$ cat config.mk
export PLATFORM = sky130hd
export DESIGN_NAME = cube_eval_sched
export DESIGN_NICKNAME = d
export VERILOG_FILES = /design/src/rtl/cube_pkg.sv /design/src/rtl/cube_match.sv /design/src/rtl/cube_eval_sched.sv
export SDC_FILE = /design/constraint.sdc
export NUM_CORES = 1
export LEC_CHECK = 0
export CORE_MARGIN = 4
export CORE_UTILIZATION = 40
export CTS_CLUSTER_SIZE = 20
export DETAILED_ROUTE_END_ITERATION = 10
export PLACE_DENSITY = 0.6
export SLEW_MARGIN = 20
export SYNTH_ARGS = -nofsm -noshare
export SYNTH_HDL_FRONTEND = slang
export SYNTH_SLANG_ARGS = --single-unit
export TNS_END_PERCENT = 10
$ cat constraint.sdc
create_clock -name clk -period 4.64 [get_ports clk]
set_input_delay 0.928 -clock clk [delete_from_list [all_inputs] [get_ports clk]]
set_output_delay 0.928 -clock clk [all_outputs]
set_load 0.01 [all_outputs]
$ cat src/rtl/cube_pkg.sv
// Shared types for the cube-table PLA evaluator: FSM states, default sizes
// and the cube-table entry record.
package cube_pkg;

   localparam int NIN_DEF   = 14;
   localparam int NCUBE_DEF = 8;

   typedef enum logic [1:0] {
      ST_IDLE = 2'd0,
      ST_SCAN = 2'd1,
      ST_DONE = 2'd2
   } state_t;

   typedef struct packed {
      logic               en;
      logic [NIN_DEF-1:0] mask;
      logic [NIN_DEF-1:0] val;
   } cube_t;

endpackage

$ cat src/rtl/cube_match.sv
// Combinational single-cube test: the entry hits when enabled and every
// cared-for literal agrees with the input vector.
module cube_match
   import cube_pkg::*;
#(
   parameter int NIN = NIN_DEF
) (
   input  logic           i_en,
   input  logic [NIN-1:0] i_mask,
   input  logic [NIN-1:0] i_val,
   input  logic [NIN-1:0] i_vec,
   output logic           o_hit
);

   assign o_hit = i_en && (((i_vec ^ i_val) & i_mask) == {NIN{1'b0}});

endmodule

$ cat src/rtl/cube_eval_sched.sv
// Sequential PLA evaluator: walks the cube table one entry per cycle and
// reports the lowest matching entry through a valid/ready output stage.
module cube_eval_sched
   import cube_pkg::*;
#(
   parameter int NIN   = NIN_DEF,
   parameter int NCUBE = NCUBE_DEF
) (
   input  logic                     clk,
   input  logic                     rst_n,
   input  logic                     cfg_we,
   input  logic [$clog2(NCUBE)-1:0] cfg_idx,
   input  logic                     cfg_en,
   input  logic [NIN-1:0]           cfg_mask,
   input  logic [NIN-1:0]           cfg_val,
   output logic                     cfg_ready,
   input  logic                     in_valid,
   output logic                     in_ready,
   input  logic [NIN-1:0]           in_vec,
   output logic                     out_valid,
   input  logic                     out_ready,
   output logic                     out_y,
   output logic [$clog2(NCUBE)-1:0] out_idx
);

   localparam int IW = $clog2(NCUBE);
   localparam logic [IW-1:0] LAST_IDX = IW'(NCUBE - 1);

   state_t            r_state;
   logic [NCUBE-1:0]  r_en;
   logic [NIN-1:0]    r_mask [NCUBE];
   logic [NIN-1:0]    r_val  [NCUBE];
   logic [NIN-1:0]    r_vec;
   logic [IW-1:0]     r_idx;
   logic              r_chk_vld;
   logic              r_chk_hit;
   logic [IW-1:0]     r_chk_idx;
   logic              r_rdy;
   logic              r_out_valid;
   logic              r_out_y;
   logic [IW-1:0]     r_out_idx;
   logic              w_hit;
   logic              w_cfg_wr;

   assign w_cfg_wr = cfg_we && (r_state == ST_IDLE);

   // Cube table storage; only writable while idle so a scan sees a frozen table
   always_ff @(posedge clk or negedge rst_n) begin
      if (!rst_n) begin
         r_en <= '0;
         for (int k = 0; k < NCUBE; k++) begin
            r_mask[k] <= '0;
            r_val[k]  <= '0;
         end
      end else if (w_cfg_wr) begin
         r_en[cfg_idx]   <= cfg_en;
         r_mask[cfg_idx] <= cfg_mask;
         r_val[cfg_idx]  <= cfg_val;
      end
   end

   cube_match #(.NIN(NIN)) u_match (
      .i_en   (r_en[r_idx]),
      .i_mask (r_mask[r_idx]),
      .i_val  (r_val[r_idx]),
      .i_vec  (r_vec),
      .o_hit  (w_hit)
   );

   // Scan FSM; each compare is registered and acted on one cycle later
   always_ff @(posedge clk or negedge rst_n) begin
      if (!rst_n) begin
         r_state     <= ST_IDLE;
         r_vec       <= '0;
         r_idx       <= '0;
         r_chk_vld   <= 1'b0;
         r_chk_hit   <= 1'b0;
         r_chk_idx   <= '0;
         r_rdy       <= 1'b1;
         r_out_valid <= 1'b0;
         r_out_y     <= 1'b0;
         r_out_idx   <= '0;
      end else begin
         case (r_state)
            ST_IDLE: begin
               if (in_valid) begin
                  r_vec     <= in_vec;
                  r_idx     <= '0;
                  r_chk_vld <= 1'b0;
                  r_chk_hit <= 1'b0;
                  r_rdy     <= 1'b0;
                  r_state   <= ST_SCAN;
               end
            end
            ST_SCAN: begin
               r_chk_vld <= 1'b1;
               r_chk_hit <= w_hit;
               r_chk_idx <= r_idx;
               // The index saturates on the last entry; it restarts only from IDLE
               if (r_idx != LAST_IDX) begin
                  r_idx <= r_idx + IW'(1);
               end
               if (r_chk_vld && r_chk_hit) begin
                  r_out_valid <= 1'b1;
                  r_out_y     <= 1'b1;
                  r_out_idx   <= r_chk_idx;
                  r_state     <= ST_DONE;
               end else if (r_chk_vld && (r_chk_idx == LAST_IDX)) begin
                  r_out_valid <= 1'b1;
                  r_out_y     <= 1'b0;
                  r_out_idx   <= '0;
                  r_state     <= ST_DONE;
               end
            end
            ST_DONE: begin
               if (out_ready) begin
                  r_out_valid <= 1'b0;
                  r_rdy       <= 1'b1;
                  r_state     <= ST_IDLE;
               end
            end
            default: begin
               r_out_valid <= 1'b0;
               r_rdy       <= 1'b1;
               r_state     <= ST_IDLE;
            end
         endcase
      end
   end

   assign in_ready  = r_rdy;
   assign cfg_ready = r_rdy;
   assign out_valid = r_out_valid;
   assign out_y     = r_out_y;
   assign out_idx   = r_out_idx;

endmodule

==> results of run 1 <==
[report_power, final]
group	total, uW	leakage, uW	internal, uW	switching [uW]
logic	2920	0.00240	1760	1170
clock network	2210	0.000460	1340	864
registers	4100	0.00328	3320	780
[cells by family (layout without fill, tap and decap cells)]
family,count (synthesis),in the layout
adders and majority gates,2,2
muxes,297,297
xor gates and xnor gates,66,66
AOI/OAI and AO/OA,61,61
buffers and inverters,51,123
DFF,262,262
and+or+nand+nor,55,55
[layer usage]
layer / vias up / wire length [um] / track usage [%]
li1: 3019 / - / -
met1: 3504 / 11900 / 22.3
met2: 88 / 11900 / 25.3
met3: 33 / 1010 / 2.43
met4: 0 / 426 / 3.47
met5: - / 0 / 0
[stage by stage]
step	setup slack (ns)	std cells	hold slack (ns)	instance area, um^2	total power [uW]
5_1_grt	1.53	1250	0.498	13700	9840
6_report	1.68	1250	0.480	13700	9230
3_5_place_dp	1.24	1203	0.474	12800	7110
2_1_floorplan	2.13	794	0.454	11800	6270
3_3_place_gp	1.25	1203	0.467	12800	7030
4_1_cts	1.64	1250	0.485	13700	9380
[cells in the final DEF, fill, tap and decap left out, types with 3 or more instances in the layout]
cell,Yosys,layout
dfrtp_1,261,259
mux2_2,250,250
xor2_1,63,63
clkdlybuf4s50_1,0,56
clkbuf_16,0,29
nand2_1,26,26
mux2i_1,21,21
buf_4,2,17
a22oi_1,14,14
mux4_2,13,13
mux4_1,13,13
clkbuf_8,1,10
a22o_1,8,8
a221oi_1,8,8
nor2_1,7,6
a31oi_1,6,6
o22ai_1,5,5
o21ai_0,5,5
nor2b_1,4,4
and3_1,6,4
nor3_1,4,4
a21oi_1,4,4
clkbuf_1,26,4
nand2b_1,3,3
xnor2_1,3,3
clkinv_2,0,3
[critical path: stages, from the launching register on]
cell and delay (ns):
dfrtp_2 0.87, buf_4 0.50, mux2i_1 0.26, xor2_1 0.16
nor3_1 0.06, a311oi_1 0.53, a32oi_1 0.23, o31ai_2 0.23
[layout make-up]
class	count	area, um^2	share of cell area [%]
clock buffer	43	878	6.42
clock inverter	4	45.0	0.329
inverter	1	3.75	0.0274
multi-input combinational	481	4990	36.5
sequential	262	6560	47.9
tap	384	480	3.51
timing repair buffer	75	723	5.28
[state kept, by name, indices dropped and copies added, names as in the netlist]
signal	flops
out_idx	3
r_mask	112
r_chk_idx	3
out_y	1
r_val	112
cfg_ready	1
r_en	8
r_chk_vld	1
r_idx	3
r_state	2
out_valid	1
r_chk_hit	1
r_vec	14
[worst paths after layout]
| check | from | end | slack [ns] | cells after the start |
|---|---|---|---|---|
| setup reg to reg | r_idx[1] | r_chk_hit | 1.68 | 7 |
| hold / removal | rst_n | r_mask[107] | 0.48 | 1 |
| max in group asynchronous | rst_n | r_mask[90] | 3.11 | 2 |
| setup / recovery | r_idx[1] | r_chk_hit | 1.68 | 7 |
| min in group clk | out_y | out_y | 0.48 | 1 |
| hold reg to reg | out_y | out_y | 0.48 | 1 |
==> metrics.cfg, run 1 <==
[run_status]
status = complete, no violations

[logic_synthesis]
synth_area_mm2 = 0.0118
synth_flop_cell = dfrtp_1
synth_warnings = 0
synthTopCellsByCount = dfrtp_1 (261), mux2_2 (250), xor2_1 (63)
synth_top_family_by_area = multiplexers
postSynthAreaPerCell_um2 = 14.9
synth_top_area_share_pct = 55.4
synth_cell_types = 44
synth_compound_area_share_pct = 3.92
synth_xor_area_share_pct = 4.90
synth.area.mux_share_pct = 31.0
ys_async_sr_fraction_pct = 100
synth_edf_count = 0
yosysSeqAreaShare_pct = 55.6
synth_seq_cells = 262
synthAdderAreaFrac_pct = 0.212
yosysTopAreaCell = dfrtp_1
synth.most_common_cell = dfrtp_1
postSynthCellCount = 794
yosys.area_share.simple_pct = 2.23
synth_area_leaders = dfrtp_1 (55%), mux2_2 (24%), xor2_1 (4.7%)
synth_nets = 847

[detailed_routing]
wl_per_cell_um = 20.2
vias = 6644
firstDrtPassIters = 4
dr.first_iter.drc_count = 313
antenna_left = 0
drc = 0
viasPerCell = 5.32
wl_mm = 25.3

[grt]
grt_pass1_wl_mm = 41.0
grt_pass1_vias = 7110
grt_usage_pct = 15.6
grt_start_max_net_pins = 117
grt_antenna_before_repair = 0
gr-total-overflow = 0

[timing]
fin_crit_sh_pct = 63.9
rsz0062_at_grt = no
worst_slew_pin_slew_ns = 0.895
hold_violations = 0
setup_viol = 0
fin_tns_setup_ns = 0
clock_skew_ns = 0.00959
slew_violations = 0
slew_headroom_pct = 40.3
finalCriticalPeriod_ns = 2.96
fmax_mhz = 337

[setup_path]
crit_type = reg2reg
crit_path_end_kind = flop
arrival_ns = 3.40
critPathLaunchType = flop
path_max_fanout = 29
crit_required_ns = 5.08

[floorplanning]
io_pins = 58
core-area_mm2 = 0.0289
dieArea_mm2 = 0.0323
start_util_pct = 40.8
die_x_um = 180
row_count = 62
die_h_um = 180

[layout]
drive_gt1_share_pct = 38.6
nFillCells = 2547
n_antenna_cell = 0
nets = 903
fin_util_pct = 47.3
syn2layout_area_growth_pct = 16.0

[cts]
ctsResizeCount = 0
clkLatencyLatePin_ns = 0.53
clockBufferDepth = 3
h-tree-depth = 1
hold_buffers = 0
tritoncts = done
clkTransAtPathRegs_ns = 0.06
cts_sinks = 262
cts_setup_buffers = 0
cts_buffers = 29
cts-root-buf = clkbuf_16

[pwr]
power_leakage_uw = 0.00614
max-vdd-ir-drop_mv = 0.298
p_per_area_mw_per_mm2 = 674

[min_path]
min_path_type = in2async

[placed_design]
hpwl_mm = 15.7
port_buffers = 57
gp_congestion = 0.718

[flow_run]
drv_cap = 0

Power figures use the tool's default switching activity.
==> inputs of run 2 (changes only) <==
==> constraint.sdc (replaced) <==
create_clock -name clk -period 2.75 [get_ports clk]
set_input_delay 0.55 -clock clk [delete_from_list [all_inputs] [get_ports clk]]
set_output_delay 0.55 -clock clk [all_outputs]
set_load 0.01 [all_outputs]
==> run 2 against run 1 <==
The flow now finishes with violations (negative hold slack); combinational power up 74%; sequential share of layout area decreased by 0.63 points; count of clock-buffer cells in the layout rose by 6.
==> metrics.cfg, run 2 (synthesis results as in run 1) <==
[run_status]
status = complete, but fails checks
violations = negative hold slack

[setup_path]
r2r_slack_ns = 0.20
cp_num_buf_inv = 1
critPathLaunchType = flop
crit_type = reg2reg
cp_top_family = multiplexers
arrival_ns = 2.98
reg2reg_to = r_chk_hit
cp_cell_sequence = buf_12, mux4_1, mux2i_1, o22ai_1, or4_1, o31ai_2
critPathMaxStageDelay_ns = 0.62
crit_path_end_kind = flop
path_max_fanout = 32
critical_path.slowest_cell = dfrtp_2
crit_required_ns = 3.18
r2r-start = r_idx[0]
r2r_cells = 6

[detailed_routing]
drc = 0
vias = 6699
viasPerCell = 5.30
wl_mm = 25.6
antenna_left = 0
firstDrtPassIters = 4
dr.first_iter.drc_count = 274
wl_per_cell_um = 20.3

[min_path]
min_path_type = in2async

[placed_design]
gp_congestion = 0.708
port_buffers = 57
hpwl_mm = 16.0

[cts]
clkTransAtPathRegs_ns = 0.06
tritoncts = done
hold_buffers = 0
cts_sinks = 262
h-tree-depth = 1
clockBufferDepth = 3
cts_buffers = 29
clkLatencyLatePin_ns = 0.54
ctsResizeCount = 0
cts-root-buf = clkbuf_16
cts_setup_buffers = 0

[timing]
rsz0062_at_grt = no
hold_violations = 14
fmax_mhz = 392
slew_headroom_pct = 56.3
slew_violations = 0
worst_slew_pin_slew_ns = 0.651
fin_crit_sh_pct = 92.8
finalCriticalPeriod_ns = 2.55
hold_ws_ns = -0.0122
clock_skew_ns = 0.0255
fin_tns_setup_ns = 0
setup_viol = 0

[grt]
grt_pass1_wl_mm = 41.2
grt_antenna_before_repair = 0
grt_start_max_net_pins = 74
grt_pass1_vias = 7024
grt_usage_pct = 15.8
gr-total-overflow = 0

[pwr]
p_per_area_mw_per_mm2 = 1130
max-vdd-ir-drop_mv = 0.518
power_leakage_uw = 0.00620

[layout]
syn2layout_area_growth_pct = 17.5
reg_top3 = r_mask (112), r_val (112), r_vec (14)
fin_util_pct = 47.9
layout_commonest_cell = dfrtp_1
nets = 910
mostFrequentLayoutCells = dfrtp_1 (259), mux2_2 (250), xor2_1 (63)
nFillCells = 2551
drive_gt1_share_pct = 38.3

[floorplanning]
die_h_um = 180
start_util_pct = 40.8
core-area_mm2 = 0.0289
die_x_um = 180
row_count = 62
dieArea_mm2 = 0.0323
io_pins = 58

[flow_run]
drv_cap = 0

## run 2: where the power goes
part           switching (uW)  internal, uW  total, uW
Sequential               1260          5600       6870
Combinational            2040          3040       5080
Clock                    1490          2300       3800
Total                    4800         10900      15700
## run 2: per-stage QoR
step / area, um^2 / power [uW] / hold slack, ns / instances / setup WS (ns)
after floorplan: 11800 / 10600 / 0.254 / 794 / 0.611
after global placement: 12900 / 12000 / 0.469 / 1210 / 0.209
final: 13900 / 15700 / -0.0122 / 1264 / 0.197
after CTS: 13900 / 15900 / 0.00707 / 1263 / 0.157
after detailed placement: 12900 / 12100 / 0.474 / 1210 / 0.176
after global routing: 13900 / 16800 / 0.0288 / 1263 / 0.0647
## run 2: worst max-delay path by stage
stage / slack (ns) / startpoint / depth (start not counted) / end
2_1_floorplan: 0.61 / r_idx[0] / 8 / r_chk_hit
3_3_place_gp: 0.21 / r_idx[0] / 6 / r_chk_hit
3_5_place_dp: 0.18 / r_idx[0] / 6 / r_chk_hit
4_1_cts: 0.16 / r_idx[0] / 6 / r_chk_hit
5_1_grt: 0.06 / r_idx[0] / 6 / r_chk_hit
6_report: 0.20 / r_idx[0] / 6 / r_chk_hit
## run 2: layout make-up
| class | count | area (um^2) | area share (%) |
|---|---|---|---|
| flip-flops and latches | 262 | 6560 | 47.3 |
| multi-input cells | 481 | 4990 | 36.0 |
| repair buffers | 82 | 888 | 6.41 |
| clock buffers | 49 | 861 | 6.21 |
| well taps | 384 | 480 | 3.46 |
| clock inverters | 4 | 77.6 | 0.559 |
| inverters | 1 | 3.75 | 0.0271 |
| diodes | 1 | 2.50 | 0.0180 |
## run 2: per-layer routing
layer | wire length (um) | vias to the layer above | GRT usage [%]
li1 | - | 3047 | -
met1 | 12400 | 3542 | 23.3
met2 | 12000 | 84 | 25.3
met3 | 890 | 26 | 2.51
met4 | 323 | 0 | 2.71
met5 | 0 | - | 0
==> inputs of run 3 (changes only) <==
==> constraint.sdc (replaced) <==
create_clock -name clk -period 2.75 [get_ports clk]
set_input_delay 0.825 -clock clk [delete_from_list [all_inputs] [get_ports clk]]
set_output_delay 0.825 -clock clk [all_outputs]
set_load 0.01 [all_outputs]
==> run 3 against run 2 <==
The run now ends clean; power grew 0.76%; flip-flop and latch count is the same; clock skew shrank 0.011 ns; clock power shrank 1%; global-route usage shrank 0.15 points; via count grew 0.51%; count of clock-buffer cells in the layout shrank 8; core utilization grew 0.38 points; sequential share of layout area shrank 0.36 points.
==> metrics.cfg, run 3 (synthesis results as in run 1) <==
[run_status]
status = complete, no violations

[setup_path]
critical_path.slowest_cell = dfrtp_2
crit_type = reg2reg
reg2reg_to = r_chk_hit
r2r_cells = 6
r2r-start = r_idx[0]
crit_required_ns = 3.20
cp_cell_sequence = mux4_2, xor2_1, a221oi_2, a21oi_1, or4_1, o31ai_2
cp_top_family = flip-flops
r2r_slack_ns = 0.20
arrival_ns = 3.00
path_max_fanout = 14
crit_path_end_kind = flop
cp_num_buf_inv = 0
critPathMaxStageDelay_ns = 0.70
critPathLaunchType = flop

[layout]
drive_gt1_share_pct = 39.7
n_antenna_cell = 0
regArea_mm2 = 0.00656
reg_top3 = r_mask (112), r_val (112), r_vec (14)
layout_commonest_cell = dfrtp_1
nets = 920
syn2layout_area_growth_pct = 18.5
mostFrequentLayoutCells = dfrtp_1 (259), mux2_2 (250), xor2_1 (63)
nFillCells = 2561
multiInputGateArea_mm2 = 0.00499

[cts]
cts-root-buf = clkbuf_16
tritoncts = done
clkTransAtPathRegs_ns = 0.06
clkLatencyLatePin_ns = 0.54
clockBufferDepth = 3
cts_buffers = 29
h-tree-depth = 1
cts_setup_buffers = 0
cts_sinks = 262

[timing]
setup_viol = 0
rsz0062_at_grt = no
setup_slack_ns = 0.198
fin_tns_setup_ns = 0
worst_slew_pin_slew_ns = 0.544
hold_ws_ns = 0.202
slew_headroom_pct = 63.7
hold_violations = 0
clock_skew_ns = 0.0142
finalCriticalPeriod_ns = 2.55
fmax_mhz = 392
fin_crit_sh_pct = 92.8
slew_violations = 0

[pwr]
p_per_area_mw_per_mm2 = 1130
max-vdd-ir-drop_mv = 0.575
finalPower_uw = 15900
power_leakage_uw = 0.00628

[placed_design]
hpwl_mm = 16.4
port_buffers = 57
gp_congestion = 0.734
dp_slack_ns = 0.0753

[floorplanning]
row_count = 62
die_h_um = 180
dieArea_mm2 = 0.0323
die_x_um = 180
core-area_mm2 = 0.0289
io_pins = 58
start_util_pct = 40.8

[grt]
grt_start_max_net_pins = 71
use_met1_pct = 23.0
grt_antenna_before_repair = 0
use_met2_pct = 24.5
grt_pass1_wl_mm = 41.0
grt_pass1_vias = 7087
gr-total-overflow = 0
met3_usage_pct = 2.61
top_usage_layer = met2
grt_usage_pct = 15.6

[detailed_routing]
vias = 6733
dr.first_iter.drc_count = 324
viasPerCell = 5.30
wl_per_cell_um = 20.0
drc = 0
wl_mm = 25.4
firstDrtPassIters = 4
antenna_left = 0

[min_path]
min_path_type = in2async

[flow_run]
drv_cap = 0

## run 3: worst reg2reg max path, cell delays in order (launching register included)
cell and delay, ns:
dfrtp_2 0.70, mux4_2 0.61, xor2_1 0.17, a221oi_2 0.24, a21oi_1 0.10, or4_1 0.46, o31ai_2 0.18
## run 3: routing by layer
metal / vias up / part of all wire (%)
li1: 3055 / -
met1: 3544 / 49
met2: 95 / 46
met3: 39 / 3.1
met4: 0 / 2.2
met5: - / 0
## run 3: worst max path at each step
stage | start | endpoint | slack (ns) | cells past startpoint
after global routing | r_idx[0] | r_chk_hit | 0.04 | 6
after CTS | r_idx[1] | r_chk_hit | 0.14 | 9
final | r_idx[0] | r_chk_hit | 0.20 | 6
after floorplan | cfg_idx[0] | r_mask[17] | 0.35 | 5
after global placement | cfg_we | r_val[0] | 0.09 | 6
after detailed placement | cfg_idx[0] | r_mask[22] | 0.08 | 6
## run 3: power by group
part	total [uW]	switching (uW)	internal [uW]
clock	3760	1510	2250
combinational	5200	2050	3150
sequential	6900	1300	5600
total	15900	4860	11000
## run 3: final cells by class
| cell class | instances | area share (%) |
|---|---|---|
| Clock buffer | 41 | 5.87 |
| Clock inverter | 10 | 0.734 |
| Inverter | 1 | 0.0269 |
| Multi-Input combinational cell | 481 | 35.7 |
| Sequential cell | 262 | 47.0 |
| Tap cell | 384 | 3.44 |
| Timing Repair Buffer | 92 | 7.25 |
## run 3: stage by stage
stage,utilization [%],instances,cell area (um^2)
3_5_place_dp,45.1,1220,13100
5_1_grt,48.3,1271,14000
6_report,48.3,1271,14000
2_1_floorplan,-,794,11800
3_3_place_gp,45.1,1220,13100
4_1_cts,48.3,1271,14000
## run 3: timing repair
action / in CTS / in global routing
hold buffers: 0 / 0
endpoints found under the setup margin: 0 / 1
endpoints found under the hold margin: 0 / 0
gates resized for setup: 0 / 1
